File: src/rtl/video_timing_pkg.sv
// Shared 640x480@60 timing defaults, derived raster constants and the lock FSM state type.
package video_timing_pkg;

   localparam int unsigned H_ACTIVE_DEF  = 640;
   localparam int unsigned H_FP_DEF      = 16;
   localparam int unsigned H_SYNC_DEF    = 96;
   localparam int unsigned H_BP_DEF      = 48;
   localparam int unsigned V_ACTIVE_DEF  = 480;
   localparam int unsigned V_FP_DEF      = 10;
   localparam int unsigned V_SYNC_DEF    = 2;
   localparam int unsigned V_BP_DEF      = 33;
   localparam int unsigned LOCK_WAIT_DEF = 1024;
   localparam int unsigned CNT_W_DEF     = 10;

   localparam int unsigned H_TOTAL  = H_ACTIVE_DEF + H_FP_DEF + H_SYNC_DEF + H_BP_DEF;
   localparam int unsigned V_TOTAL  = V_ACTIVE_DEF + V_FP_DEF + V_SYNC_DEF + V_BP_DEF;
   localparam int unsigned HS_START = H_ACTIVE_DEF + H_FP_DEF;
   localparam int unsigned HS_END   = HS_START + H_SYNC_DEF - 1;
   localparam int unsigned VS_START = V_ACTIVE_DEF + V_FP_DEF;
   localparam int unsigned VS_END   = VS_START + V_SYNC_DEF - 1;

   typedef enum logic [1:0] {
      WAIT_LOCK = 2'd0,
      SETTLE    = 2'd1,
      RUN       = 2'd2
   } vt_state_t;

   // Inclusive window test; counters are zero-extended to 16 bits by the caller.
   function automatic logic in_window(input logic [15:0] val,
                                      input logic [15:0] lo,
                                      input logic [15:0] hi);
      return (val >= lo) && (val <= hi);
   endfunction

endpackage

File: src/rtl/video_timing_480p_lock_qualifier.sv
// PLOCK synchronizer and settle qualifier: run_en is high only while the PLL has been
// continuously locked for LOCK_WAIT cycles and is still locked.
//
//   state     | meaning
//   ----------+-----------------------------------------------------------
//   WAIT_LOCK | synchronized lock low; settle count held at 0
//   SETTLE    | lock high; counting up to LOCK_WAIT-1 consecutive cycles
//   RUN       | lock qualified; raster runs while lock stays high
module lock_qualifier
   import video_timing_pkg::*;
#(
   parameter int unsigned LOCK_WAIT = LOCK_WAIT_DEF
) (
   input  logic PCLK,
   input  logic RESET_n,
   input  logic PLOCK,
   output logic run_en
);

   localparam int unsigned SET_W = (LOCK_WAIT > 1) ? $clog2(LOCK_WAIT) : 1;
   localparam logic [SET_W-1:0] SET_LAST = SET_W'(LOCK_WAIT - 1);

   logic [1:0]       sync_q;
   logic             lock_s;
   vt_state_t        state_q, state_d;
   logic [SET_W-1:0] cnt_q, cnt_d;

   assign lock_s = sync_q[1];

   always_ff @(posedge PCLK) begin
      if (!RESET_n) begin
         sync_q  <= 2'b00;
         state_q <= WAIT_LOCK;
         cnt_q   <= '0;
      end else begin
         sync_q  <= {sync_q[0], PLOCK};
         state_q <= state_d;
         cnt_q   <= cnt_d;
      end
   end

   always_comb begin
      state_d = state_q;
      cnt_d   = cnt_q;
      case (state_q)
         WAIT_LOCK: begin
            cnt_d = '0;
            if (lock_s) state_d = SETTLE;
         end
         SETTLE: begin
            if (!lock_s) begin
               state_d = WAIT_LOCK;
               cnt_d   = '0;
            end else if (cnt_q == SET_LAST) begin
               state_d = RUN;
            end else begin
               cnt_d = cnt_q + 1'b1;
            end
         end
         RUN: begin
            if (!lock_s) state_d = WAIT_LOCK;
         end
         default: begin
            state_d = WAIT_LOCK;
            cnt_d   = '0;
         end
      endcase
   end

   // Gating with lock_s lets a lock drop stop the counters in the same cycle it is seen.
   assign run_en = (state_q == RUN) && lock_s;

endmodule

File: src/rtl/video_timing_480p.sv
// 640x480@60 raster generator on PCLK: h/v counters with a registered decode of sync,
// active-video, position and start strobes, held idle until the PLL lock is qualified.
module video_timing_480p #(
   parameter int unsigned H_ACTIVE  = video_timing_pkg::H_ACTIVE_DEF,
   parameter int unsigned H_FP      = video_timing_pkg::H_FP_DEF,
   parameter int unsigned H_SYNC    = video_timing_pkg::H_SYNC_DEF,
   parameter int unsigned H_BP      = video_timing_pkg::H_BP_DEF,
   parameter int unsigned V_ACTIVE  = video_timing_pkg::V_ACTIVE_DEF,
   parameter int unsigned V_FP      = video_timing_pkg::V_FP_DEF,
   parameter int unsigned V_SYNC    = video_timing_pkg::V_SYNC_DEF,
   parameter int unsigned V_BP      = video_timing_pkg::V_BP_DEF,
   parameter logic        SYNC_POL  = 1'b0,
   parameter int unsigned LOCK_WAIT = video_timing_pkg::LOCK_WAIT_DEF,
   parameter int unsigned CNT_W     = video_timing_pkg::CNT_W_DEF
) (
   input  logic             PCLK,
   input  logic             RESET_n,
   input  logic             PLOCK,
   output logic             HSYNC,
   output logic             VSYNC,
   output logic             DE,
   output logic [CNT_W-1:0] X,
   output logic [CNT_W-1:0] Y,
   output logic             LINE_START,
   output logic             FRAME_START,
   output logic             RUN
);

   localparam int unsigned H_TOTAL  = H_ACTIVE + H_FP + H_SYNC + H_BP;
   localparam int unsigned V_TOTAL  = V_ACTIVE + V_FP + V_SYNC + V_BP;
   localparam int unsigned HS_START = H_ACTIVE + H_FP;
   localparam int unsigned HS_END   = HS_START + H_SYNC - 1;
   localparam int unsigned VS_START = V_ACTIVE + V_FP;
   localparam int unsigned VS_END   = VS_START + V_SYNC - 1;

   localparam logic [CNT_W-1:0] H_LAST  = CNT_W'(H_TOTAL - 1);
   localparam logic [CNT_W-1:0] V_LAST  = CNT_W'(V_TOTAL - 1);
   localparam logic [CNT_W-1:0] H_ACT_C = CNT_W'(H_ACTIVE);
   localparam logic [CNT_W-1:0] V_ACT_C = CNT_W'(V_ACTIVE);

   logic             run_en;
   logic [CNT_W-1:0] h_q, v_q;
   logic             hs_act, vs_act;

   lock_qualifier #(
      .LOCK_WAIT (LOCK_WAIT)
   ) u_lock (
      .PCLK    (PCLK),
      .RESET_n (RESET_n),
      .PLOCK   (PLOCK),
      .run_en  (run_en)
   );

   // Counters sit at zero outside RUN so every raster restarts at the top-left pixel.
   always_ff @(posedge PCLK) begin
      if (!RESET_n || !run_en) begin
         h_q <= '0;
         v_q <= '0;
      end else if (h_q == H_LAST) begin
         h_q <= '0;
         v_q <= (v_q == V_LAST) ? '0 : v_q + 1'b1;
      end else begin
         h_q <= h_q + 1'b1;
      end
   end

   assign hs_act = video_timing_pkg::in_window(16'(h_q), 16'(HS_START), 16'(HS_END));
   assign vs_act = video_timing_pkg::in_window(16'(v_q), 16'(VS_START), 16'(VS_END));

   always_ff @(posedge PCLK) begin
      if (!RESET_n || !run_en) begin
         HSYNC       <= ~SYNC_POL;
         VSYNC       <= ~SYNC_POL;
         DE          <= 1'b0;
         X           <= '0;
         Y           <= '0;
         LINE_START  <= 1'b0;
         FRAME_START <= 1'b0;
         RUN         <= 1'b0;
      end else begin
         HSYNC       <= hs_act ? SYNC_POL : ~SYNC_POL;
         VSYNC       <= vs_act ? SYNC_POL : ~SYNC_POL;
         DE          <= (h_q < H_ACT_C) && (v_q < V_ACT_C);
         X           <= h_q;
         Y           <= v_q;
         LINE_START  <= (h_q == '0);
         FRAME_START <= (h_q == '0) && (v_q == '0);
         RUN         <= 1'b1;
      end
   end

endmodule

File: config.mk
export PLATFORM = sky130hd
export DESIGN_NAME = video_timing_480p
export DESIGN_NICKNAME = d
export VERILOG_FILES = /design/src/rtl/video_timing_pkg.sv /design/src/rtl/video_timing_480p_lock_qualifier.sv /design/src/rtl/video_timing_480p.sv
export SDC_FILE = /design/constraint.sdc
export NUM_CORES = 1
export LEC_CHECK = 0
export ABC_CLOCK_PERIOD_IN_PS = 2120
export CORE_MARGIN = 2
export CORE_UTILIZATION = 55
export DETAILED_ROUTE_END_ITERATION = 6
export MAX_ROUTING_LAYER = met4
export PLACE_DENSITY = 0.89
export SYNTH_ARGS = -nofsm -noshare
export SYNTH_HDL_FRONTEND = slang
export SYNTH_HIERARCHICAL = 1
export SYNTH_SLANG_ARGS = --single-unit
File: constraint.sdc
create_clock -name PCLK -period 2.12 [get_ports PCLK]
set_input_delay 0.212 -clock PCLK [delete_from_list [all_inputs] [get_ports PCLK]]
set_output_delay 0.212 -clock PCLK [all_outputs]
set_load 0.1 [all_outputs]
### Yosys cells after proc, flatten, opt, wreduce, memory -nomap -nowiden

Index checks and enable logic that the tools add are counted.

| operators by class | value |
|---|---|
| $add $sub $neg | 3 |
| $mul | 0 |
| div/mod/pow operators | 0 |
| order comparisons | 6 |
| eq/ne operators | 9 |
| shift-type cells | 0 |
| mux-type cells | 12 |
| bitwise gates (word level) | 1 |
| reductions and logical operators | 14 |

Operators by type and width:

| kind | count |
|---|---|
| $add 10x1->10 const B | 3 |
| $eq 10x10->1 const B | 3 |
| $mux 10 | 3 |
| $logic_not 10->1 | 2 |
| $pmux 10 s2 | 1 |
| $ge 10x10->1 const B | 1 |
| $ge 10x9->1 const B | 1 |
| $le 10x10->1 const B | 1 |
| $le 10x9->1 const B | 1 |
| $lt 10x10->1 const B | 1 |
| $lt 10x9->1 const B | 1 |
| $mux 2 | 4 |
| $ne 3x3->1 const B | 2 |
| $pmux 2 s3 | 1 |
| $logic_and 1x1->1 | 5 |
| $mux 1 | 3 |
| $reduce_and 3->1 | 1 |
| $eq 2x1->1 const B | 1 |
| $eq 2x2->1 const B | 1 |
| $logic_not 1->1 | 2 |
| $logic_not 2->1 | 1 |
| $ne 2x1->1 const B | 1 |
| $ne 2x2->1 const B | 1 |
| $reduce_and 2->1 | 1 |
| other kinds (3) | 3 |

| word-level totals | value |
|---|---|
| register bits | 60 |
| bits in latches | 0 |
| bits in writable memories | 0 |
| ROM bits | 0 |
| input port bits | 3 |
| word-level logic and storage cells | 58 |
| memories kept | 0 |

### Longest topological paths before layout

Gate-level depths: netlist of run 1.

| depth | value |
|---|---|
| depth after elaboration | 5 |
| gate-level depth with buffers | 7 |
| depth with buffers taken out | 6 |

### Cells and area by module

Netlist of run 1, hierarchy kept.

By module, submodules not included:

| module | instances | cells each | area an instance (um^2) |
|---|---|---|---|
| video_timing_480p | 1 | 175 | 1,750.4 |
| lock_qualifier | 1 | 76 | 775.7 |

### Worst setup path before layout of run 1

Ideal clock, no wire load.

| timing path | value |
|---|---|
| kind | flip-flop to flip-flop |
| start | reg h_q[0] |
| end | reg v_q[0] |
| library setup time | 0.131 ns |
| arrival time | 1.520 ns |
| required time | 1.989 ns |
| path slack | 0.470 ns |
| cell stages (with the launch flop) | 7 |
| buffers on the path | 1 |
| period minus slack after synthesis | 1.650 ns |
| cell sequence | dfxtp_1 > ha_1 > and4_1 > buf_6 > nand4_4 > o31ai_4 > nor2_1 |

| between the ends | value |
|---|---|
| word-level cells in the longest chain between the ends | 1 |

Ends and longest elaborated chain:

| element | line | text |
|---|---|---|
| from (decl) | video_timing_480p.sv:42 | `logic [CNT_W-1:0] h_q, v_q;` |
| from (signal assigned) | video_timing_480p.sv:63 | `h_q <= h_q + 1'b1;` |
| $eq 10x10->1 | video_timing_480p.sv:59 | `end else if (h_q == H_LAST) begin` |
| to (signal assigned) | video_timing_480p.sv:61 | `v_q <= (v_q == V_LAST) ? '0 : v_q + 1'b1;` |
| to (decl) | video_timing_480p.sv:42 |  |

Every way passes these cells.
A chain may end at the register's enable or synchronous reset.

### Worst setup path after layout of run 1

Same ends and word-level chain as after synthesis.

==> metrics.txt, run 1 <==
Largest stage delay, worst path=0.49 ns; DP HPWL=3580 µm; syn avg cell area=10.1 µm²; Worst setup SP type=register; Detailed Route Iter0 Violations=106; final WL=5120 µm; Synth Flop Type=dfxtp_1; largest net degree at the start of global routing=23; register area share after synthesis=0.475; Pre-antenna DRT Iters=4; fin crit share=0.884; vias in the first global route=1899; ant diodes=0; die area=0.00515 mm²; Initial Utilization=0.576; total power=2350 µW; LEAKAGE=0.00134 µW; ys async rst share=0; Syn Inst Count=251; fillers=329; CP bufs+invs=0; mux share of post-synthesis cell area=0.0119; layout cells sized above 1=0.219; xor/xnor share of the synthesized area=0.0451; compound-cell area share of the yosys netlist=0.113; Total Nets Final=292; WP data arrival=2.09 ns; post-synthesis cell area=0.00253 mm²; CTS tree=done; crit end category=register; Crit path required time=2.34 ns; Synth cell types=53; Clk Latency, worst-skew pair=0.34 ns; critical-path cell list=ha_1, and4_1, nand4_4, o31ai_4, nor2_1; global placement routability congestion=0.806; critical path class=reg2reg; final setup vio count=0; most common cell after layout, fill and taps aside=dfxtp_1; routed vias/inst=5.67; first-pass GRT wire length=8670 µm; Ports=29; status=completed; worst-path fanout max=10; synth warn=6; Chip Width=71.8 µm; largest family of logic cells by synthesized area=simple AND/OR/NAND/NOR gates; DR vias=1929; f_max=0.533 GHz; Hold Fails Final Rpt=0; CTS root buffer=clkbuf_8; post-synth top area share=0.475; die extent in y=71.8 µm; Area growth, synth to finish=18.8%; Pwr per Cell Area=782 mW/mm²; fin crit period=1.87 ns; initial antenna violation count=0; setup bufs post-CTS=0; Hold Crit Class=reg2reg; VDD IR max=0.400 mV; maxcap violations=0; RSZ-0062 raised after global routing=no; Pins Over Slew Limit=0; clock slew seen by the registers of the worst setup and hold paths=0.07 ns; Post-Place Cell Area=0.00277 mm²; synth top area cells=dfxtp_1 48%, and3_1 4.7%, nor2_1 3.4%; Post-Synth Simple-Gate Area=0.278; area of the core=0.00438 mm²; most frequent cells in the layout=60 x dfxtp_1, 32 x buf_4, 23 x nor2_1; Slew headroom=0.551; Sink Count=60; GRT Total Usage=0.224; DR WL/cell=15.1 µm; Yosys reg bits=60; post-cts sizing count=0; # DRC=0; EDFF count, synth=0; Final Skew=0.0127 ns; Worst path slowest cell=o31ai_4; Slew @ Worst Pin=0.671 ns; critical path's top delay family=simple AND/OR/NAND/NOR gates; area leader, netlist=dfxtp_1; post-layout util=0.684; Num CTS Buffers=9; Mapped Nets=260; CTS H-tree depth=3; Rows=24; Finished Cell Area=0.00300 mm²; final setup TNS=0 ns; adder-cell area share of the yosys netlist=0.0297; Hold Slack=0.432 ns; IO Port Bufs=28; global route overflow=0; Post-DRT Antenna Nets=0; hold_buf cts=0; Bufs on Longest Clock Path=2
## cell usage after synthesis (2+ instances only)
library cell	count
o21ai_0	9
mux2i_1	3
nand4_2	2
nand3b_1	3
o211a_1	3
xnor2_1	6
nand3_1	8
nor2_1	23
a21oi_1	7
nand2_1	11
nor3_1	6
xor2_1	7
inv_1	8
and3_1	19
and3_2	2
a41oi_1	2
nor4_1	4
and2_1	6
buf_6	4
o311a_1	2
dfxtp_1	60
or3_1	4
ha_1	6
and4_1	4
clkbuf_1	5
o221a_1	2
nand4_1	7
buf_2	3
## layout make-up
| class | count | area (µm²) | share of cell area |
|---|---|---|---|
| repair buffers | 34 | 260 | 0.0867 |
| clock inverters | 4 | 70.1 | 0.0234 |
| inverters | 8 | 30.0 | 0.0100 |
| multi-input cells | 170 | 1210 | 0.403 |
| flip-flops and latches | 60 | 1200 | 0.400 |
| clock buffers | 12 | 165 | 0.0550 |
| well taps | 52 | 65.1 | 0.0217 |
## sequential cells by signal (all words and copies together) (netlist names), 2 cells and up
register and cells:
X 10, u_lock/sync_q 2, Y 10, h_q 10, u_lock/cnt_q 10, u_lock/state_q 2, v_q 10
## kinds of logic (layout without fill, tap and decap cells)
family | Yosys count | after routing
AO/OA/AOI/OAI | 35 | 35
XOR/XNOR | 13 | 13
adder cells (fa/ha/maj) | 6 | 6
buffers and inverters | 21 | 58
flip-flops | 60 | 60
multiplexers | 3 | 3
AND/OR/NAND/NOR | 113 | 113
## report_power, final
| part | internal, µW | total [µW] | leakage [µW] | switching [µW] |
|---|---|---|---|---|
| clock network | 754 | 1200 | 0.000122 | 441 |
| logic | 7.81 | 18.5 | 0.000732 | 10.7 |
| registers | 1130 | 1130 | 0.000484 | 2.14 |
| total | 1890 | 2350 | 0.00134 | 454 |
## layer usage
metal | global-route usage | part of all wire | wire length [µm] | vias up
li1 | - | - | - | 971
met3 | 0.0591 | 0.038 | 196 | 11
met5 | - | 0 | 0 | -
met4 | 0.113 | 0.023 | 119 | 0
met1 | 0.273 | 0.48 | 2440 | 914
met2 | 0.344 | 0.46 | 2370 | 33
## path summary, 6_finish.rpt
path | from | to | slack, ns | depth (start not counted)
worst min-delay path | u_lock/sync_q[0] | u_lock/sync_q[1] | 0.43 | 1
worst max-delay path | h_q[0] | v_q[0] | 0.25 | 5
worst min register to register | u_lock/sync_q[0] | u_lock/sync_q[1] | 0.43 | 1
worst max register to register | h_q[0] | v_q[0] | 0.25 | 5
## stage by stage
stage / worst slack, ns / instances
final: 0.245 / 340
after global routing: 0.0634 / 340
after CTS: 0.238 / 340
after detailed placement: 0.253 / 324
after global placement: 0.339 / 324
after floorplan: 0.470 / 251
## worst register-to-register path, delay by kind of cell (launching register included)
family / cells / cell delay, ns
simple gates: 3 / 0.62
compound gates: 1 / 0.49
flops: 1 / 0.40
fa+ha+maj: 1 / 0.23
Note: power is estimated with default switching activity, not from simulation.
==> inputs of run 2 (changes only) <==
CORE_UTILIZATION = 50   (was 55)
PLACE_DENSITY = unset   (was 0.89)
PLACE_DENSITY_LB_ADDON = 0.3   (was unset)
SLEW_MARGIN = 20   (was unset)
==> run 2 against run 1 <==
Against the previous run:
- hold slack better by 0.0050 ns
- flip-flop and latch count stayed put
- utilization is 5.6 points lower
- cell count is 4.7% higher
- critical path type unchanged
- critical endpoint is now v_q[3]
- largest power group is now registers
==> metrics.txt, run 2 (synthesis gave the netlist of run 1 again) <==
VDD IR max=0.484 mV (+21%); die area=0.00564 mm² (+9.4%); maxcap violations=0 (unchanged); Bufs on Longest Clock Path=2 (unchanged); hold_buf cts=0 (unchanged); Hold Fails Final Rpt=0 (unchanged); DR vias=1975 (+2.4%); Crit path required time=2.33 ns (about the same); CTS H-tree depth=3 (unchanged); die extent in y=75.1 µm (+4.6%); first-pass GRT wire length=8340 µm (-3.8%); Hold Crit Class=reg2reg; routed vias/inst=5.55 (-2.2%); critical path class=reg2reg; LEAKAGE=0.00132 µW (-1.0%); # DRC=0 (unchanged); Final Skew=0.00601 ns (-0.00665 ns); CTS root buffer=clkbuf_8; WP data arrival=2.07 ns (-0.02 ns); final WL=5150 µm (+0.59%); Area growth, synth to finish=19.1%; Chip Width=75.1 µm (+4.6%); most common cell after layout, fill and taps aside=dfxtp_1; final setup vio count=0 (unchanged); DP HPWL=3410 µm (-4.8%); Post-DRT Antenna Nets=0 (unchanged); IO Port Bufs=28 (unchanged); clock slew seen by the registers of the worst setup and hold paths=0.07 ns (about the same); Total Nets Final=293 (+0.34%); most frequent cells in the layout=60 x dfxtp_1, 33 x buf_4, 23 x nor2_1; post-cts sizing count=0 (unchanged); Pins Over Slew Limit=0 (unchanged); vias in the first global route=1820 (-4.2%); global placement routability congestion=0.797 (-1.1%); Slew @ Worst Pin=0.474 ns (-0.197 ns); Detailed Route Iter0 Violations=82 (-23%); FF-to-FF Start=h_q[0]; Initial Utilization=0.528 (-0.0484); Hold Slack=0.437 ns (+0.00503 ns); layout cells sized above 1=0.218 (-0.000757); global route overflow=0 (unchanged); ant diodes=0 (unchanged); Slew headroom=0.684 (+0.133); Sink Count=60 (unchanged); final setup TNS=0 ns (unchanged); fin crit share=0.877 (-0.00783); Pre-antenna DRT Iters=6 (+2); DR WL/cell=14.5 µm (-3.9%); fin crit period=1.86 ns (-0.0166 ns); largest net degree at the start of global routing=34 (+48%); Clk Latency, worst-skew pair=0.34 ns (about the same); initial antenna violation count=0 (unchanged); Worst setup SP type=register; Num CTS Buffers=9 (unchanged); crit end category=register; area of the core=0.00479 mm² (+9.2%); Pwr per Cell Area=750 mW/mm² (-4.0%); Ports=29 (unchanged); total power=2260 µW (-3.8%); setup bufs post-CTS=0 (unchanged); f_max=0.538 GHz (+0.89%); status=completed; CTS tree=done; min-delay src=u_lock/sync_q[0]; worst-path fanout max=10 (unchanged); Crit. Startpoint=h_q[0]; GRT Total Usage=0.206 (-0.0181); RSZ-0062 raised after global routing=no; Rows=25 (+4.2%)
[run 2: layout make-up]
class	instances	area, µm²
clock buffers	10	128
clock inverters	6	88.8
fillers	411	1780
inverters	8	30.0
multi-input cells	170	1210
flip-flops and latches	60	1200
well taps	67	83.8
repair buffers	35	268
[run 2: through the flow]
stage	cells	instance area, µm²	setup slack (ns)	util
2_1_floorplan	251	2530	0.470	-
3_3_place_gp	340	2790	0.342	0.583
3_5_place_dp	340	2790	0.249	0.583
4_1_cts	356	3010	0.234	0.628
5_1_grt	356	3010	0.108	0.628
6_report	356	3010	0.262	0.628
[run 2: final timing paths]
path                            to  slack [ns]  cells after the start
setup / recovery            v_q[3]        0.26                      5
hold / removal    u_lock/sync_q[1]        0.44                      1
setup reg to reg            v_q[3]        0.26                      5
hold reg to reg   u_lock/sync_q[1]        0.44                      1
[run 2: report_power, final]
part	internal, µW	switching (µW)	leakage (µW)
clock network	661	447	0.000102
logic	6.58	9.88	0.000739
registers	1130	2.22	0.000484
total	1800	459	0.00132
[run 2: metal layers]
layer | wire (µm) | track usage | vias up
met3 | 299 | 0.0817 | 6
met5 | 0 | - | -
met4 | 52 | 0.0655 | 0
met2 | 2540 | 0.327 | 53
li1 | - | - | 973
met1 | 2260 | 0.240 | 943
[run 2: critical path, stage by stage, from the launching register on]
cell     delay [ns]
dfxtp_1        0.40
ha_1           0.23
and4_1         0.31
nand4_4        0.18
o31ai_4        0.52
nor2_1         0.10
==> inputs of run 3 (changes only) <==
DONT_BUFFER_PORTS = 1   (was unset)
==> run 3 against run 2 <==
Against the previous run:
- maximum frequency is 2.8% lower
- largest cell class unchanged
- flip-flop and latch count stayed put
- die area is the same
- global-route usage hardly changed
- routed wire length fell by 7.3%
- utilization decreased by 1.6 points
- critical endpoint is now v_q[0]
- via count is 5.3% lower
- design area decreased by 2.6%
- sequential share of layout area increased by 1.1 points
- highest routed layer unchanged
- register-to-register slack lost 0.05 ns
- hold slack worse by 0.42 ns
- non-clock buffer count down 4
==> metrics.txt, run 3 (synthesis gave the netlist of run 1 again) <==
first-pass GRT wire length=8430 µm (+1.1%); Pwr per Cell Area=689 mW/mm² (-8.1%); initial antenna violation count=0 (unchanged); Ports=29 (unchanged); Clk Latency, worst-skew pair=0.34 ns (about the same); largest net degree at the start of global routing=28 (-18%); final setup TNS=0 ns (unchanged); area occupied by multi-input gates=0.00121 mm² (unchanged); DR vias=1871 (-5.3%); Sink Count=60 (unchanged); CTS H-tree depth=3 (unchanged); Worst path slowest cell=and4_1; global placement routability congestion=0.832 (+4.3%); Post-DRT Antenna Nets=0 (unchanged); crit end category=register; VDD IR max=0.448 mV (-7.5%); DR WL/cell=13.6 µm (-6.0%); clock slew seen by the registers of the worst setup and hold paths=0.06 ns (about the same); vias in the first global route=1823 (+0.16%); Finished Cell Area=0.00293 mm² (-2.6%); Slew @ Worst Pin=0.454 ns (-0.0205 ns); layout cells sized above 1=0.201 (-0.0173); Crit path required time=2.32 ns (about the same); # DRC=0 (unchanged); Hold Fails Final Rpt=0 (unchanged); Num CTS Buffers=9 (unchanged); LEAKAGE=0.00129 µW (-2.5%); final setup vio count=0 (unchanged); DP HPWL=3290 µm (-3.7%); fin crit period=1.91 ns (+0.0527 ns); post-cts sizing count=0 (unchanged); RSZ-0062 raised after global routing=no; Layout Cells excl Fill=351 (-1.4%); Largest stage delay, worst path=0.43 ns (-0.09 ns); Pre-antenna DRT Iters=4 (-2); Pins Over Slew Limit=0 (unchanged); Chip Width=75.1 µm (unchanged); Slew headroom=0.697 (+0.0136); Post-Place Cell Area=0.00274 mm² (-1.8%); setup bufs post-CTS=0 (unchanged); sequential cell area=0.00120 mm² (unchanged); GRT Total Usage=0.206 (-0.000237); final WL=4770 µm (-7.3%); Rows=25 (unchanged); Initial Utilization=0.528 (unchanged); global route overflow=0 (unchanged); CP bufs+invs=0 (unchanged); most common cell after layout, fill and taps aside=dfxtp_1; maxcap violations=0 (unchanged); Bufs on Longest Clock Path=2 (unchanged); f_max=0.523 GHz (-2.8%); Area growth, synth to finish=16.0%; Hold Crit Class=in2reg; Detailed Route Iter0 Violations=45 (-45%); die extent in y=75.1 µm (unchanged); critical path class=reg2reg; CTS root buffer=clkbuf_8; ant diodes=0 (unchanged); IO Port Bufs=0 (-100%); area of the core=0.00479 mm² (unchanged); routed vias/inst=5.33 (-3.9%); die area=0.00564 mm² (unchanged); fin crit share=0.901 (+0.0249); Worst setup SP type=register; Total Nets Final=289 (-1.4%); CTS tree=done; fillers=422 (+2.7%); Final Skew=0.0116 ns (+0.00555 ns); critical-path cell list=ha_1, and4_1, nand4_4, o31ai_4, nor2_1; Cells after DPL=334 (-1.8%); most frequent cells in the layout=60 x dfxtp_1, 29 x buf_4, 23 x nor2_1; status=completed; WP data arrival=2.11 ns (+0.04 ns); worst-path fanout max=10 (unchanged); critical path's top delay family=simple AND/OR/NAND/NOR gates; total power=2020 µW (-10%)
[run 3: cell types whose count changed in the layout (fill, tap and decap cells not counted)]
cell | previous run | this run
clkbuf_8 | 9 | 11
clkdlybuf4s50_1 | 2 | 0
clkbuf_1 | 1 | 2
bufinv_16 | 2 | 0
buf_4 | 33 | 29
clkinv_4 | 1 | 0
dlygate4sd3_1 | 0 | 2
clkinvlp_4 | 2 | 0
clkinv_2 | 1 | 2
[run 3: area by class of cell]
type,instances,share of cell area
Multi-Input combinational cell,170,0.412
Sequential cell,60,0.410
Timing Repair Buffer,31,0.0811
Clock buffer,13,0.0542
Tap cell,67,0.0286
Inverter,8,0.0102
Clock inverter,2,0.00342
[run 3: worst reg2reg max path, delay by kind of cell (launching register included)]
kind                     cells  cell delay [ns]
AO/OA/AOI/OAI                1             0.43
AND/OR/NAND/NOR              3             0.72
adder cells (fa/ha/maj)      1             0.23
flip-flops                   1             0.39
[run 3: timing repair]
item / 4_1_cts / 5_1_grt
hold buffers: 2 / 0
hold endpoints to repair: 8 / 0
setup endpoints to repair: 0 / 1
[run 3: per-stage QoR]
step	util	hold slack, ns	setup WS [ns]
finish	0.612	0.0164	0.209
global placement	0.573	0.334	0.220
global route	0.612	0.00319	0.0611
floorplan	-	0.339	0.470
detailed placement	0.573	0.336	0.143
CTS	0.612	0.00107	0.130
[run 3: worst paths after layout]
check | startpoint | endpoint | slack [ns] | depth (start not counted)
max | h_q[0] | v_q[0] | 0.21 | 5
min | RESET_n | u_lock/sync_q[1] | 0.02 | 1
max reg2reg | h_q[0] | v_q[0] | 0.21 | 5
min reg2reg | u_lock/sync_q[0] | u_lock/sync_q[1] | 0.45 | 1
[run 3: layer usage]
layer / vias to the layer above / wire [µm] / track usage
met1: 861 / 2120 / 0.241
met5: - / 0 / -
met4: 0 / 76 / 0.0873
met3: 8 / 268 / 0.0763
met2: 42 / 2310 / 0.318
li1: 960 / - / -
[run 3: power breakdown]
group | switching, µW | internal (µW) | leakage (µW)
combinational | 3.89 | 4.66 | 0.000719
sequential | 2.01 | 1130 | 0.000484
clock | 402 | 478 | 0.0000893
